**src/rtl/mem_bus_arbiter_if.sv**
```systemverilog
// Native memory bus (valid/ready/addr/wdata/wstrb/rdata) as seen by one link.
// The master side raises valid with a request; the slave side answers with
// ready and rdata.
interface mem_bus_arbiter_if;
  logic        valid;
  logic        ready;
  logic [31:0] addr;
  logic [31:0] wdata;
  logic [3:0]  wstrb;
  logic [31:0] rdata;

  modport master (output valid, addr, wdata, wstrb, input ready, rdata);
  modport slave  (input valid, addr, wdata, wstrb, output ready, rdata);
endinterface

```
**src/rtl/mem_bus_arbiter.sv**
```systemverilog
// Two-master round-robin arbiter in front of one native-memory-bus slave.
// One transaction in flight, every bus-facing output registered, and a
// watchdog that answers a hung slave with ERR_DATA and a sticky error flag.
module mem_bus_arbiter #(
  parameter int unsigned TIMEOUT  = 256,
  parameter int unsigned TO_W     = 9,
  parameter logic [31:0] ERR_DATA = 32'hDEADBEEF
) (
  input  logic              clk,
  input  logic              nrst,
  mem_bus_arbiter_if.slave  m0,
  mem_bus_arbiter_if.slave  m1,
  mem_bus_arbiter_if.master s,
  output logic              owner,
  output logic              busy,
  output logic              err_timeout,
  input  logic              err_clr
);

  typedef enum logic [1:0] {
    IDLE = 2'd0,
    BUSY = 2'd1,
    DONE = 2'd2
  } state_t;

  // A TIMEOUT of zero switches the watchdog off entirely.
  localparam bit              WD_EN    = (TIMEOUT != 0);
  localparam logic [TO_W-1:0] CNT_LAST = WD_EN ? TO_W'(TIMEOUT - 1) : '0;

  state_t          state_q, state_d;
  logic            prio_q;
  logic            owner_q;
  logic [TO_W-1:0] cnt_q;
  logic            s_valid_q;
  logic [31:0]     s_addr_q;
  logic [31:0]     s_wdata_q;
  logic [3:0]      s_wstrb_q;
  logic            m0_ready_q, m1_ready_q;
  logic [31:0]     m0_rdata_q, m1_rdata_q;
  logic            err_q;

  logic            grant;
  logic            grant_sel;
  logic            finish;
  logic            expire;
  logic [31:0]     resp_data;

  assign s.valid     = s_valid_q;
  assign s.addr      = s_addr_q;
  assign s.wdata     = s_wdata_q;
  assign s.wstrb     = s_wstrb_q;
  assign m0.ready    = m0_ready_q;
  assign m0.rdata    = m0_rdata_q;
  assign m1.ready    = m1_ready_q;
  assign m1.rdata    = m1_rdata_q;
  assign owner       = owner_q;
  assign busy        = (state_q != IDLE);
  assign err_timeout = err_q;
  assign resp_data   = expire ? ERR_DATA : s.rdata;

  // State register.
  always_ff @(posedge clk or negedge nrst) begin
    if (!nrst) state_q <= IDLE;
    else       state_q <= state_d;
  end

  // Next state plus the grant / completion strobes that drive the datapath.
  always_comb begin
    state_d   = state_q;
    grant     = 1'b0;
    grant_sel = 1'b0;
    finish    = 1'b0;
    expire    = 1'b0;
    case (state_q)
      IDLE: begin
        if (m0.valid || m1.valid) begin
          grant     = 1'b1;
          // On a tie the favoured master wins; otherwise whoever is asking.
          grant_sel = (m0.valid && m1.valid) ? prio_q : m1.valid;
          state_d   = BUSY;
        end
      end
      BUSY: begin
        if (s.ready) begin
          finish  = 1'b1;
          state_d = DONE;
        end else if (WD_EN && (cnt_q == CNT_LAST)) begin
          finish  = 1'b1;
          expire  = 1'b1;
          state_d = DONE;
        end
      end
      // No arbitration here: the finished master is still dropping its valid.
      DONE:    state_d = IDLE;
      default: state_d = IDLE;
    endcase
  end

  // Request side: capture the granted request, hold it until completion, run the watchdog.
  always_ff @(posedge clk or negedge nrst) begin
    if (!nrst) begin
      prio_q    <= 1'b0;
      owner_q   <= 1'b0;
      cnt_q     <= '0;
      s_valid_q <= 1'b0;
      s_addr_q  <= '0;
      s_wdata_q <= '0;
      s_wstrb_q <= '0;
    end else if (grant) begin
      prio_q    <= ~grant_sel;
      owner_q   <= grant_sel;
      cnt_q     <= '0;
      s_valid_q <= 1'b1;
      s_addr_q  <= grant_sel ? m1.addr  : m0.addr;
      s_wdata_q <= grant_sel ? m1.wdata : m0.wdata;
      s_wstrb_q <= grant_sel ? m1.wstrb : m0.wstrb;
    end else if (finish) begin
      s_valid_q <= 1'b0;
    end else if (state_q == BUSY) begin
      cnt_q <= cnt_q + TO_W'(1);
    end
  end

  // Response side: one-cycle ready pulse to the owner, rdata held afterwards.
  always_ff @(posedge clk or negedge nrst) begin
    if (!nrst) begin
      m0_ready_q <= 1'b0;
      m0_rdata_q <= '0;
      m1_ready_q <= 1'b0;
      m1_rdata_q <= '0;
    end else if (finish) begin
      if (owner_q) begin
        m1_ready_q <= 1'b1;
        m1_rdata_q <= resp_data;
      end else begin
        m0_ready_q <= 1'b1;
        m0_rdata_q <= resp_data;
      end
    end else if (state_q == DONE) begin
      m0_ready_q <= 1'b0;
      m1_ready_q <= 1'b0;
    end
  end

  // Sticky watchdog flag; an expiry beats a clear in the same cycle.
  always_ff @(posedge clk or negedge nrst) begin
    if (!nrst)        err_q <= 1'b0;
    else if (expire)  err_q <= 1'b1;
    else if (err_clr) err_q <= 1'b0;
  end

endmodule

```
**src/flat_wrapper.sv**
```systemverilog
// flat-port wrapper written by rule: the top's interface ports become plain ports
module mem_bus_arbiter_flat 
#(
  parameter int unsigned TIMEOUT  = 256,
  parameter int unsigned TO_W     = 9,
  parameter logic [31:0] ERR_DATA = 32'hDEADBEEF
)
  (clk, nrst, owner, busy, err_timeout, err_clr, m0_valid, m0_addr, m0_wdata, m0_wstrb, m0_ready, m0_rdata, m1_valid, m1_addr, m1_wdata, m1_wstrb, m1_ready, m1_rdata, s_valid, s_addr, s_wdata, s_wstrb, s_ready, s_rdata);
  mem_bus_arbiter_if m0_i ();
  mem_bus_arbiter_if m1_i ();
  mem_bus_arbiter_if s_i ();
  input  logic clk;
  input  logic nrst;
  output logic owner;
  output logic busy;
  output logic err_timeout;
  input  logic err_clr;
  input wire logic [$bits(m0_i.valid)-1:0] m0_valid;
  input wire logic [$bits(m0_i.addr)-1:0] m0_addr;
  input wire logic [$bits(m0_i.wdata)-1:0] m0_wdata;
  input wire logic [$bits(m0_i.wstrb)-1:0] m0_wstrb;
  output wire logic [$bits(m0_i.ready)-1:0] m0_ready;
  output wire logic [$bits(m0_i.rdata)-1:0] m0_rdata;
  input wire logic [$bits(m1_i.valid)-1:0] m1_valid;
  input wire logic [$bits(m1_i.addr)-1:0] m1_addr;
  input wire logic [$bits(m1_i.wdata)-1:0] m1_wdata;
  input wire logic [$bits(m1_i.wstrb)-1:0] m1_wstrb;
  output wire logic [$bits(m1_i.ready)-1:0] m1_ready;
  output wire logic [$bits(m1_i.rdata)-1:0] m1_rdata;
  output wire logic [$bits(s_i.valid)-1:0] s_valid;
  output wire logic [$bits(s_i.addr)-1:0] s_addr;
  output wire logic [$bits(s_i.wdata)-1:0] s_wdata;
  output wire logic [$bits(s_i.wstrb)-1:0] s_wstrb;
  input wire logic [$bits(s_i.ready)-1:0] s_ready;
  input wire logic [$bits(s_i.rdata)-1:0] s_rdata;
  assign m0_i.valid = m0_valid;
  assign m0_i.addr = m0_addr;
  assign m0_i.wdata = m0_wdata;
  assign m0_i.wstrb = m0_wstrb;
  assign m0_ready = m0_i.ready;
  assign m0_rdata = m0_i.rdata;
  assign m1_i.valid = m1_valid;
  assign m1_i.addr = m1_addr;
  assign m1_i.wdata = m1_wdata;
  assign m1_i.wstrb = m1_wstrb;
  assign m1_ready = m1_i.ready;
  assign m1_rdata = m1_i.rdata;
  assign s_valid = s_i.valid;
  assign s_addr = s_i.addr;
  assign s_wdata = s_i.wdata;
  assign s_wstrb = s_i.wstrb;
  assign s_i.ready = s_ready;
  assign s_i.rdata = s_rdata;
  mem_bus_arbiter #(.TIMEOUT(TIMEOUT), .TO_W(TO_W), .ERR_DATA(ERR_DATA)) u_core (.clk(clk), .nrst(nrst), .m0(m0_i), .m1(m1_i), .s(s_i), .owner(owner), .busy(busy), .err_timeout(err_timeout), .err_clr(err_clr));
endmodule
```
**config.mk**
```make
export PLATFORM = sky130hd
export DESIGN_NAME = mem_bus_arbiter_flat
export DESIGN_NICKNAME = d
export VERILOG_FILES = /design/src/rtl/mem_bus_arbiter_if.sv /design/src/rtl/mem_bus_arbiter.sv /design/src/flat_wrapper.sv
export SDC_FILE = /design/constraint.sdc
export NUM_CORES = 1
export LEC_CHECK = 0
export ABC_AREA = 1
export CAP_MARGIN = 10
export CORE_ASPECT_RATIO = 0.5
export CORE_MARGIN = 2
export CORE_UTILIZATION = 44
export DETAILED_ROUTE_END_ITERATION = 8
export HOLD_SLACK_MARGIN = 0.12
export MAX_ROUTING_LAYER = met4
export PLACE_DENSITY_LB_ADDON = 0.08
export SLEW_MARGIN = 20
export SYNTH_ARGS = -nofsm -noshare
export SYNTH_HDL_FRONTEND = slang
export SYNTH_SLANG_ARGS = --single-unit
```
**constraint.sdc**
```tcl
create_clock -name clk -period 2.9 [get_ports clk]
set_input_delay 0.87 -clock clk [delete_from_list [all_inputs] [get_ports clk]]
set_output_delay 0.87 -clock clk [all_outputs]
set_load 0.02 [all_outputs]
```
==> results of run 1 <==
==> cell families after synthesis <==
family / synth area share
compound gates: 0.0908
simple gates: 0.259
buf+inv: 0.0644
flops: 0.582
fa+ha+maj: 0.00390
==> flip-flops by register name, summed over array words and instances (netlist names), 2 cells and up <==
register / count
u_core.m1.rdata: 32
u_core.state_q: 2
u_core.m0.rdata: 32
u_core.cnt_q: 9
u_core.s.wstrb: 4
u_core.s.wdata: 32
u_core.s.addr: 32
==> metal layers <==
layer | GRT usage | vias to the layer above
met5 | - | -
met4 | 0.0826 | 0
met3 | 0.0680 | 26
met2 | 0.410 | 211
met1 | 0.311 | 2837
li1 | - | 2936
==> cells in the mapped netlist (3+ instances only) <==
master / instances / area share
nand2_1: 352 / 0.21
dfrtp_1: 149 / 0.58
a22oi_1: 68 / 0.080
inv_1: 44 / 0.026
nand2_2: 22 / 0.021
nor2_1: 20 / 0.012
buf_2: 19 / 0.015
buf_4: 11 / 0.013
nand3_1: 10 / 0.0078
a21oi_1: 7 / 0.0055
inv_2: 7 / 0.0041
o21ai_0: 6 / 0.0047
clkbuf_1: 4 / 0.0023
nor2_4: 3 / 0.0053
==> worst max path at each step <==
stage / cells after the start / endpoint / slack (ns) / from
4_1_cts: 3 / busy / 0.41 / u_core.state_q[1]$_DFFE_PN0P_
6_report: 3 / busy / 0.43 / u_core.state_q[1]$_DFFE_PN0P_
2_1_floorplan: 12 / u_core.m0.rdata[10]$_DFFE_PN0P_ / 0.98 / u_core.cnt_q[0]$_DFFE_PN0P_
3_3_place_gp: 8 / u_core.m0.rdata[7]$_DFFE_PN0P_ / 0.45 / s_ready
3_5_place_dp: 7 / u_core.s.addr[18]$_DFFE_PN0P_ / 0.38 / m0_valid
5_1_grt: 3 / busy / 0.35 / u_core.state_q[0]$_DFFE_PN0P_
==> cell type report <==
| class | instances | share of cell area |
|---|---|---|
| inverter | 52 | 0.0193 |
| clock buffer | 18 | 0.0419 |
| sequential | 149 | 0.364 |
| antenna | 1 | 0.000244 |
| multi-input combinational | 496 | 0.221 |
| clock inverter | 14 | 0.0111 |
| tap | 198 | 0.0242 |
| timing repair buffer | 326 | 0.318 |
==> worst max-delay path: stages, from the launching register on <==
cell	delay [ns]
dfrtp_1	0.42
nor2_2	0.18
inv_1	0.06
clkdlybuf4s50_1	0.53
==> stage by stage <==
step                setup slack (ns)  instances  hold WS, ns  utilization
floorplan                      0.975        733        0.488            -
global placement               0.445       1221        0.457        0.676
detailed placement             0.384       1221        0.462        0.676
CTS                            0.412       1253        0.413        0.714
global route                   0.347       1254        0.409        0.714
finish                         0.433       1254        0.398        0.714
==> cell usage in the layout, fill, tap and decap left out, types with 6 or more instances in the layout <==
cell type,instances
nand3_1,10
inv_2,7
clkdlybuf4s50_1,310
o21ai_0,6
nand2_1,352
clkbuf_16,17
a22oi_1,68
dfrtp_1,149
a21oi_1,7
nand2_2,22
buf_4,12
nor2_1,20
inv_1,44
==> power by group through the flow <==
stage,registers [mW],clock network (mW),logic [mW]
2_1_floorplan,4.74,0,1.76
3_3_place_gp,3.62,0,5.49
3_5_place_dp,3.65,0,5.59
4_1_cts,3.62,2.09,5.61
5_1_grt,3.75,2.19,5.98
6_report,3.63,2.05,5.55
==> flow_metrics.py, run 1 <==
metrics = {
    "status": {
        "status": "completed",
    },
    "place": {
        "gp_congestion": 0.783,
        "dp_hpwl_um": 14000,
        "portBuffers": 311,
        "dpl_cell_area_mm2": 0.00970,
    },
    "cts": {
        "cts_setup_buffers": 0,
        "clkTransAtPathRegs_ns": 0.07,
        "cts_root_buf": "clkbuf_16",
        "ctsHoldBuffers": 0,
        "cts_tree": "done",
        "numCtsBuffers": 17,
        "cts_max_path_buffers": 2,
        "cts.sinks": 149,
        "worstSkewPairLatency_ns": 0.41,
        "cts_resized": 0,
        "htree_levels": 4,
    },
    "timing": {
        "fin_crit_sh": 0.851,
        "setup_tns_ns": 0,
        "hold_viol": 0,
        "max_freq_mhz": 405,
        "relSlewSlack": 0.505,
        "finalSetupViolCount": 0,
        "slew_violations": 0,
        "period_needed_ns": 2.47,
        "worst_slew_pin_slew_ns": 0.743,
        "fin_skew_ns": 0.0139,
        "rsz0062_at_grt": "no",
    },
    "setup_path": {
        "r2r_start": "u_core.cnt_q[0]$_DFFE_PN0P_",
        "worstPathArrival_ns": 1.60,
        "rrSetupSlack_ns": 0.60,
        "critical_path.reg2reg.endpoint": "u_core.m0.rdata[31]$_DFFE_PN0P_",
        "worstSetupPathType": "reg2out",
        "r2r_cells": 12,
        "worst_setup_path_start_kind": "flip-flop",
        "required_ns": 2.03,
        "worstPathMaxFanout": 3,
        "worst_setup_path_end_kind": "output port",
    },
    "synth": {
        "syn_area_mm2": 0.00641,
        "synth_cell_types": 22,
        "syn_inst": 733,
        "synth.avg_cell_area_um2": 8.74,
        "synth_seq_cells": 149,
        "synth-edff-count": 0,
        "ys_seq_area_frac": 0.582,
        "synth_flop_cell": "dfrtp_1",
        "yosysWarnings": 0,
        "synth_nets": 909,
        "async_flop_share": 1.00,
    },
    "pwr": {
        "p_leak_nw": 4.94,
        "switchingPower_mw": 4.52,
        "totalPowerFinal_mw": 11.2,
        "pwr-share-comb": 0.495,
        "p_seq_frac": 0.323,
        "power_density_mw_per_mm2": 1100,
        "clockPowerShare": 0.182,
        "ir_drop_mv": 0.464,
        "switching_share": 0.402,
        "p_int_mw": 6.71,
    },
    "floorplanning": {
        "die_area_mm2": 0.0156,
        "pin_count": 312,
        "die_h_um": 89.3,
        "start_util": 0.446,
        "std_cell_rows": 31,
        "die_width_um": 175,
        "core_area_mm2": 0.0144,
    },
    "job": {
        "maxCapViolCount": 0,
    },
    "grt": {
        "grt_max_degree": 69,
        "antenna_found_initial": 1,
        "grt_pass1_wl_um": 29700,
        "overflow": 0,
        "grt_use_total": 0.252,
        "grt_pass1_vias": 5794,
    },
    "routing": {
        "drc": 0,
        "vias": 6010,
        "dr_wl_met3_um": 1220,
        "met1_length_um": 8160,
        "drt_iter0_drc": 344,
        "wl_per_cell_um": 15.4,
        "ant_nets": 0,
        "route.met2.wl_um": 9590,
        "viasPerCell": 4.79,
        "highest_layer": "met4",
        "firstDrtPassIters": 5,
        "wirelength_um": 19300,
    },
    "hold_path": {
        "hp-class": "in2async",
    },
    "final_layout": {
        "multi_input_area_mm2": 0.00227,
        "layout-drive-gt1-share": 0.0777,
        "syn_to_final_growth_pct": 60.0,
        "nFillCells": 1143,
        "fin_nets": 1218,
        "finalInstanceArea_mm2": 0.0102,
        "register_area_mm2": 0.00373,
    },
}
Note: power is estimated with default switching activity, not from simulation.
==> run 2: changes to the inputs <==
Settings changed: CORE_ASPECT_RATIO 0.5 to default, CTS_CLUSTER_SIZE from default to 24.
==> run 2 against run 1 <==
  * Sequential cell count unchanged
  * Via count decreased by 0.80%
  * Cell count decreased by 1.5%
  * Non-clock buffer count decreased by 3
  * Global-route usage increased by 1.2 points
  * First-iteration DRC count increased by 31%
  * Largest cell class unchanged
  * Largest power group unchanged
  * Count of clock-buffer cells in the layout increased by 7
  * Die area decreased by 0.37%
  * Critical path type unchanged
  * Register-to-register slack improved by 0.03 ns
  * Sequential share of layout area increased by 0.18 points
==> flow_metrics.py, run 2 (synthesis results as in run 1) <==
metrics = {
    "status": {
        "status": "completed",
    },
    "setup_path": {
        "worstPathMaxFanout": 5,
        "crit_start": "u_core.state_q[0]$_DFFE_PN0P_",
        "r2r_start": "u_core.cnt_q[0]$_DFFE_PN0P_",
        "critical_path.reg2reg.endpoint": "u_core.m1.rdata[30]$_DFFE_PN0P_",
        "required_ns": 2.03,
        "worst_setup_path_start_kind": "flip-flop",
        "worstPathArrival_ns": 1.62,
        "worstSetupPathType": "reg2out",
        "rrSetupSlack_ns": 0.63,
        "worst_setup_path_end_kind": "output port",
        "r2r_cells": 13,
    },
    "cts": {
        "cts_setup_buffers": 0,
        "cts_max_path_buffers": 2,
        "htree_levels": 4,
        "worstSkewPairLatency_ns": 0.41,
        "ctsHoldBuffers": 0,
        "cts_resized": 0,
        "clkTransAtPathRegs_ns": 0.06,
        "numCtsBuffers": 17,
        "cts.sinks": 149,
        "cts_root_buf": "clkbuf_16",
        "cts_tree": "done",
    },
    "final_layout": {
        "post-route-util": 0.710,
        "layout_common_cells": "352 x nand2_1, 310 x clkdlybuf4s50_1, 149 x dfrtp_1, 68 x a22oi_1, 44 x inv_1",
        "layout-drive-gt1-share": 0.0705,
        "nFillCells": 1133,
        "layout_commonest_cell": "nand2_1",
        "syn_to_final_growth_pct": 59.2,
        "fin_nets": 1215,
        "final_cells": 1235,
    },
    "routing": {
        "wirelength_um": 19200,
        "viasPerCell": 4.83,
        "wl_per_cell_um": 15.6,
        "drt_iter0_drc": 452,
        "drc": 0,
        "vias": 5962,
        "firstDrtPassIters": 4,
        "ant_nets": 0,
    },
    "floorplanning": {
        "die_area_mm2": 0.0155,
        "die_width_um": 125,
        "die_h_um": 125,
        "start_util": 0.446,
        "core_area_mm2": 0.0144,
        "std_cell_rows": 44,
        "pin_count": 312,
    },
    "timing": {
        "fin_skew_ns": 0.00535,
        "slew_violations": 0,
        "relSlewSlack": 0.501,
        "hold_viol": 0,
        "rsz0062_at_grt": "no",
        "worst_slew_pin_slew_ns": 0.749,
        "max_freq_mhz": 401,
        "finalSetupViolCount": 0,
        "period_needed_ns": 2.49,
        "fin_crit_sh": 0.860,
        "setup_tns_ns": 0,
    },
    "place": {
        "dp_hpwl_um": 13800,
        "gp_congestion": 0.823,
        "portBuffers": 311,
        "dp_cells": 1204,
    },
    "job": {
        "maxCapViolCount": 0,
    },
    "pwr": {
        "power_density_mw_per_mm2": 1090,
        "p_leak_nw": 4.94,
        "ir_drop_mv": 0.515,
    },
    "grt": {
        "grt_max_degree": 87,
        "grt_pass1_vias": 6114,
        "overflow": 0,
        "grt_pass1_wl_um": 31500,
        "antenna_found_initial": 1,
        "grt_use_total": 0.264,
    },
    "hold_path": {
        "hp-class": "in2async",
    },
}
==> run 2: cell count changes in the layout (fill, tap and decap cells not counted), moves of 3 or more <==
cell	delta
buf_4	-4
clkbuf_1	+3
clkbuf_8	+4
clkinv_2	+3
clkinvlp_4	-5
inv_6	-5
==> run 2: area by class of cell <==
class,instances,area (um^2),share of cell area
Antenna cell,1,2.50,0.000245
Clock buffer,25,495,0.0486
Clock inverter,5,25.0,0.00245
Inverter,52,198,0.0194
Multi-Input combinational cell,496,2270,0.222
Sequential cell,149,3730,0.366
Tap cell,184,230,0.0226
Timing Repair Buffer,323,3250,0.319
==> run 2: worst max-delay path by stage <==
stage                                           end  cells after the start  slack (ns)
floorplan           u_core.m0.rdata[10]$_DFFE_PN0P_                     12        0.98
global placement      u_core.s.wdata[1]$_DFFE_PN0P_                      6        0.44
detailed placement   u_core.s.wdata[11]$_DFFE_PN0P_                      6        0.38
CTS                                            busy                      3        0.38
global route                                   busy                      3        0.33
finish                                         busy                      3        0.41
==> run 2: layer usage <==
metal / vias up / GRT usage / wire (um)
met5: - / - / 0
met4: 0 / 0.110 / 686
met3: 45 / 0.0769 / 1430
met2: 233 / 0.421 / 9370
met1: 2763 / 0.316 / 7750
li1: 2921 / - / -
==> run 2: per-stage QoR <==
stage / total power [mW] / worst slack, ns / area (um^2) / hold WS [ns]
global route: 11.8 / 0.327 / 10200 / 0.300
detailed placement: 9.26 / 0.383 / 9680 / 0.458
floorplan: 6.51 / 0.975 / 6410 / 0.488
global placement: 9.17 / 0.443 / 9680 / 0.454
CTS: 11.3 / 0.376 / 10200 / 0.295
finish: 11.2 / 0.407 / 10200 / 0.306
==> run 2: power by group <==
group          leakage (nW)  internal [mW]  switching [mW]  total (mW)
clock network         0.263           1.17           0.787        1.96
logic                  2.85           2.54            3.03        5.57
registers              1.83           3.06           0.562        3.63
==> run 2: worst max-delay path: stages, from the launching register on <==
cell and delay (ns):
dfrtp_1 0.44, nor2_2 0.18, inv_1 0.06, clkdlybuf4s50_1 0.54
